==> src/rtl/rgb_layer_mux_if.sv <==
// Pixel-side bundle for rgb_layer_mux: timing coordinates, layer colours and
// draw requests in; RGB levels, frame pulse and collision report out.
interface rgb_layer_mux_if;
    logic [31:0] pxl_x;
    logic [31:0] pxl_y;
    logic [3:0]  layer_dr;
    logic [47:0] layer_rgb;
    logic [11:0] bg_rgb;
    logic [3:0]  Red_level;
    logic [3:0]  Green_level;
    logic [3:0]  Blue_level;
    logic        frame_start;
    logic [5:0]  coll_frame;
    logic        coll_valid;

    modport master (
        output pxl_x, pxl_y, layer_dr, layer_rgb, bg_rgb,
        input  Red_level, Green_level, Blue_level, frame_start, coll_frame, coll_valid
    );

    modport slave (
        input  pxl_x, pxl_y, layer_dr, layer_rgb, bg_rgb,
        output Red_level, Green_level, Blue_level, frame_start, coll_frame, coll_valid
    );
endinterface

==> src/rtl/rgb_layer_mux.sv <==
// Priority layer mux with LAT-deep colour pipeline, frame-start pulse and
// per-frame pairwise collision report (enabled by RGB_LAYER_MUX_COLL_EN).
module rgb_layer_mux #(
    parameter int unsigned LAT   = 2,
    parameter int unsigned H_VIS = 640,
    parameter int unsigned V_VIS = 480
) (
    input  logic            clk_25,
    input  logic            resetN,
    rgb_layer_mux_if.slave  bus
);

    logic [11:0] w_sel;
    logic        w_found;
    logic [11:0] r_pipe [LAT];
    logic        w_origin;
    logic        w_rise;
    logic        r_origin_q;
    logic        r_frame_start;

    // Lowest-index requesting layer wins; background when nobody draws.
    always_comb begin
        w_sel   = bus.bg_rgb;
        w_found = 1'b0;
        for (int unsigned i = 0; i < 4; i++) begin
            if (!w_found && bus.layer_dr[i]) begin
                w_sel   = bus.layer_rgb[12*i +: 12];
                w_found = 1'b1;
            end
        end
    end

    always_ff @(posedge clk_25 or negedge resetN) begin
        if (!resetN) begin
            for (int unsigned i = 0; i < LAT; i++) begin
                r_pipe[i] <= '0;
            end
        end else begin
            r_pipe[0] <= w_sel;
            for (int unsigned i = 1; i < LAT; i++) begin
                r_pipe[i] <= r_pipe[i-1];
            end
        end
    end

    assign {bus.Red_level, bus.Green_level, bus.Blue_level} = r_pipe[LAT-1];

    assign w_origin = (bus.pxl_x == '0) && (bus.pxl_y == '0);
    assign w_rise   = w_origin && !r_origin_q;

    always_ff @(posedge clk_25 or negedge resetN) begin
        if (!resetN) begin
            r_origin_q    <= 1'b0;
            r_frame_start <= 1'b0;
        end else begin
            r_origin_q    <= w_origin;
            r_frame_start <= w_rise;
        end
    end

    assign bus.frame_start = r_frame_start;

`ifdef RGB_LAYER_MUX_COLL_EN
    logic       w_visible;
    logic [5:0] w_pairs;
    logic [5:0] r_coll_acc;
    logic [5:0] r_coll_frame;
    logic       r_coll_valid;

    assign w_visible = (bus.pxl_x < H_VIS) && (bus.pxl_y < V_VIS);

    always_comb begin
        w_pairs = '0;
        if (w_visible) begin
            w_pairs[0] = bus.layer_dr[0] & bus.layer_dr[1];
            w_pairs[1] = bus.layer_dr[0] & bus.layer_dr[2];
            w_pairs[2] = bus.layer_dr[0] & bus.layer_dr[3];
            w_pairs[3] = bus.layer_dr[1] & bus.layer_dr[2];
            w_pairs[4] = bus.layer_dr[1] & bus.layer_dr[3];
            w_pairs[5] = bus.layer_dr[2] & bus.layer_dr[3];
        end
    end

    // The origin pixel seeds the new accumulator so its own overlap is kept.
    always_ff @(posedge clk_25 or negedge resetN) begin
        if (!resetN) begin
            r_coll_acc   <= '0;
            r_coll_frame <= '0;
            r_coll_valid <= 1'b0;
        end else begin
            r_coll_valid <= w_rise;
            if (w_rise) begin
                r_coll_frame <= r_coll_acc;
                r_coll_acc   <= w_pairs;
            end else begin
                r_coll_acc   <= r_coll_acc | w_pairs;
            end
        end
    end

    assign bus.coll_frame = r_coll_frame;
    assign bus.coll_valid = r_coll_valid;
`else
    assign bus.coll_frame = '0;
    assign bus.coll_valid = 1'b0;
`endif

endmodule

==> src/flat_wrapper.sv <==
// flat-port wrapper written by rule: the top's interface ports become plain ports
module rgb_layer_mux_flat 
#(
    parameter int unsigned LAT   = 2,
    parameter int unsigned H_VIS = 640,
    parameter int unsigned V_VIS = 480
)
  (clk_25, resetN, bus_pxl_x, bus_pxl_y, bus_layer_dr, bus_layer_rgb, bus_bg_rgb, bus_Red_level, bus_Green_level, bus_Blue_level, bus_frame_start, bus_coll_frame, bus_coll_valid);
  rgb_layer_mux_if bus_i ();
  input  logic clk_25;
  input  logic resetN;
  input wire logic [$bits(bus_i.pxl_x)-1:0] bus_pxl_x;
  input wire logic [$bits(bus_i.pxl_y)-1:0] bus_pxl_y;
  input wire logic [$bits(bus_i.layer_dr)-1:0] bus_layer_dr;
  input wire logic [$bits(bus_i.layer_rgb)-1:0] bus_layer_rgb;
  input wire logic [$bits(bus_i.bg_rgb)-1:0] bus_bg_rgb;
  output wire logic [$bits(bus_i.Red_level)-1:0] bus_Red_level;
  output wire logic [$bits(bus_i.Green_level)-1:0] bus_Green_level;
  output wire logic [$bits(bus_i.Blue_level)-1:0] bus_Blue_level;
  output wire logic [$bits(bus_i.frame_start)-1:0] bus_frame_start;
  output wire logic [$bits(bus_i.coll_frame)-1:0] bus_coll_frame;
  output wire logic [$bits(bus_i.coll_valid)-1:0] bus_coll_valid;
  assign bus_i.pxl_x = bus_pxl_x;
  assign bus_i.pxl_y = bus_pxl_y;
  assign bus_i.layer_dr = bus_layer_dr;
  assign bus_i.layer_rgb = bus_layer_rgb;
  assign bus_i.bg_rgb = bus_bg_rgb;
  assign bus_Red_level = bus_i.Red_level;
  assign bus_Green_level = bus_i.Green_level;
  assign bus_Blue_level = bus_i.Blue_level;
  assign bus_frame_start = bus_i.frame_start;
  assign bus_coll_frame = bus_i.coll_frame;
  assign bus_coll_valid = bus_i.coll_valid;
  rgb_layer_mux #(.LAT(LAT), .H_VIS(H_VIS), .V_VIS(V_VIS)) u_core (.clk_25(clk_25), .resetN(resetN), .bus(bus_i));
endmodule
==> config.mk <==
export PLATFORM = sky130hd
export DESIGN_NAME = rgb_layer_mux_flat
export DESIGN_NICKNAME = d
export VERILOG_FILES = /design/src/rtl/rgb_layer_mux_if.sv /design/src/rtl/rgb_layer_mux.sv /design/src/flat_wrapper.sv
export SDC_FILE = /design/constraint.sdc
export NUM_CORES = 1
export LEC_CHECK = 0
export ABC_AREA = 1
export CORE_MARGIN = 2
export CORE_UTILIZATION = 34
export CTS_BUF_LIST = sky130_fd_sc_hd__clkbuf_8
export DETAILED_ROUTE_END_ITERATION = 7
export GPL_TIMING_DRIVEN = 1
export MAX_ROUTING_LAYER = met4
export PLACE_DENSITY = 0.87
export SKIP_CTS_REPAIR_TIMING = 1
export SYNTH_ARGS = -nofsm -noshare
export SYNTH_HDL_FRONTEND = slang
export SYNTH_SLANG_ARGS = --single-unit
==> constraint.sdc <==
create_clock -name clk_25 -period 1.8 [get_ports clk_25]
set_clock_uncertainty 0.1 [all_clocks]
set_input_delay 0.36 -clock clk_25 [delete_from_list [all_inputs] [get_ports clk_25]]
set_output_delay 0.36 -clock clk_25 [all_outputs]
set_load 0.02 [all_outputs]
==> results.md <==
- Status: finished, final reports clean
- Layout cells sized above 1: 0.1062
- Routability Congestion: approximately 0.75
- WP data required: about 1.3 ns
- Clk_lat worst skew: approximately 0.26 ns
- Mapped cell area: 0.001664 mm2
- Routed WL per cell: roughly 12 um
- Crit-path cells: clkdlybuf4s50_1
- CP top delay family: buffers and inverters
- Largest net degree at the start of global routing: 27
- Cell taking the most area after synthesis: dfrtp_1
- Xor/xnor cell area share of the yosys netlist: 0
- Simple-Gate Fraction of Synth Area: 0.2737
- H-tree Lvls: 1
- Avg Cell Area, Syn: 8.000 um2
- Post-layout util: 0.6551
- Logic pwr share: 0.374
- Adder-Cell Fraction of Synth Area: 0
- Clock buffer count from CTS: 3
- Die area: around 0.0055 mm2
- Reg area: 650.6 um2
- IO Pins: 150
- Net Sw Frac: 0.2446
- Sink Count: 26
- Most common cell in the netlist: nand2_1
- Initial antenna violation count: 0
- Register bit total from synthesis: 26
- Register area share after synthesis: 0.3910
- Crit path DAT: about 1.2 ns
- Crit end category: primary output
- First-pass GRT wire length: between 7000 and 8000 um
- DP Area: 0.003053 mm2
- Switching power: between 0.3 and 0.4 mW
- Fin. max-slew vios: 0
- DRT iter0 DRCs: between 50 and 60
- ANT nets after route: 0
- CTS clk-pin slew, worst paths: around 0.07 ns
- Worst setup SP type: register
- DIE WIDTH: between 70 and 80 um
- Synth top area cells: dfrtp_1, nand2_1, nor2_1
- Design Area, Final: ~0.0031 mm2
- Minimum clock period: between 1.5 and 2 ns
- Avg Vias per Cell: 4.283
- Vias in the first global route: ~1700
- Synth unique cells: 22
- Area grow syn2layout: 85.94%
- Internal power: between 1 and 1.5 mW
- Critical path class: register to primary output
- Crit path buf inv count: 1
- Synth Warn #: 0
- Worst hold-check path type: register to register
- Top-area cell type share of the netlist area: 0.3910
- Clock group share of total power: 0.196
- Post-DP HPWL: approximately 4200 um
- Pwr Density: about 490 mW/mm2
- Final Hold Viols: 0
- Endpoints failing setup: 0
- Starting Density: 0.3523
- Final WL: 4746 um
- Post-synth top cells: nand2_1, nor2_1, dfrtp_1, buf_4, inv_1
- Area occupied by multi-input gates: about 770 um2
- Die height: approximately 74 um
- Sequential share of power: 0.430
- CTS tree: done
- Final Cycle Share: 0.9256
- Largest stage delay, worst path: 0.61 ns
- Slack of the critical path: approximately 0.13 ns
- Max Fanout on Critical Path: 1
- Post-synth EDFFs: 0
- Largest family of logic cells by synthesized area: simple AND/OR/NAND/NOR gates
- FP Rows: 25
- Final layout net count: about 470
- Synth Area in Compound Gates: 0.1759
- Root Buffer: clkbuf_8
- Setup_tns: 0 ns
- Worst slack at placement: -0.05208 ns
- Grt total ovfl: 0
- Fmax: between 600 and 700 MHz
- Filler instances: 367
- Detailed-route DRC error count: 0
- Max-cap violations: 0
- Diodes inserted: 0
- Drt pass-1 iters: 4
- Synth Instances: between 200 and 250
- IO buf count: approximately 140
- RSZ-0062 raised after global routing: false
- Multiplexer area fraction after synthesis: 0
- Core area: about 0.0047 mm2
- Overall Power: 1.529 mW
- Synth Flop Type: dfrtp_1
- DR vias: 1739
- Gr usage total: 0.1735
- CTS Buffer Depth: 2
- LEAKAGE: roughly 1.3 nW
- Async S/R FF share, synth: 1.000
- Slowest cell on the critical path: clkdlybuf4s50_1
- Max rail drop VDD: roughly 0.00030 V
[stage by stage]
| stage | cells | hold WS, ns |
|---|---|---|
| final | 406 | 0.2500 |
| after global routing | 406 | 0.2614 |
| after CTS | 406 | 0.2522 |
| after detailed placement | 403 | 0.2347 |
| after global placement | 403 | 0.2321 |
| after floorplan | 214 | -0.03559 |
[registers in the layout, summed over array words and instances, names as in the netlist]
name and count:
u_core.bus.Green_level 4, u_core.bus.Red_level 4, u_core.r_origin_q 1, u_core.bus.frame_start 1
u_core.bus.Blue_level 4, u_core.r_pipe 12
[cells in the final DEF (no fill, tap or decap), drive strengths merged]
| cell type | synthesis | layout |
|---|---|---|
| nand4 | 1 | 1 |
| inv | 14 | 14 |
| nor2 | 45 | 45 |
| nand3 | 12 | 12 |
| o21ai | 23 | 23 |
| clkbuf | 1 | 3 |
| buf | 25 | 6 |
| nand3b | 1 | 1 |
| or2 | 1 | 1 |
| nand2 | 47 | 47 |
| clkdlybuf4s50 | 0 | 142 |
| dfrtp | 26 | 26 |
| o211ai | 11 | 11 |
| conb | 1 | 7 |
[worst paths after layout]
check / startpoint / end / slack [ns] / cells past startpoint
worst min-delay path: u_core.r_pipe[13] / u_core.bus.Blue_level[1] / 0.25 / 0
worst max register to register: u_core.r_origin_q / u_core.bus.frame_start / 1.18 / 1
worst max-delay path: u_core.bus.Red_level[2] / bus_Red_level[2] / 0.13 / 1
min in group asynchronous: resetN / u_core.bus.Green_level[1] / 0.36 / 2
worst min register to register: u_core.r_pipe[13] / u_core.bus.Blue_level[1] / 0.25 / 0
max in group asynchronous: resetN / u_core.bus.Blue_level[3] / 1.01 / 2
[power by group through the flow]
stage	sequential (mW)	combinational, mW	clock [mW]
CTS	0.659	0.576	0.310
finish	0.657	0.572	0.300
global route	0.664	0.616	0.335
detailed placement	0.671	0.574	0
global placement	0.668	0.566	0
floorplan	0.664	0.246	0
[area by class of cell]
class	count	area share
Sequential cell	26	0.2103
Clock buffer	3	0.01334
Tap cell	67	0.02709
Multi-Input combinational cell	148	0.2503
Timing Repair Buffer	148	0.4820
Inverter	14	0.01698
[per-layer routing]
metal / track usage / routed length [um]
met1: 0.1938 / 1838
met2: 0.3135 / 2458
met3: 0.02168 / 354
met4: 0.06667 / 94
met5: - / 0
[cells by family (layout without fill, tap and decap cells)]
group	Yosys count	count (layout)
AND/OR/NAND/NOR	107	107
buffers and inverters	40	165
AO/OA/AOI/OAI	34	34
flip-flops	26	26
other	1	7
(Power assumes the default switching activity.)
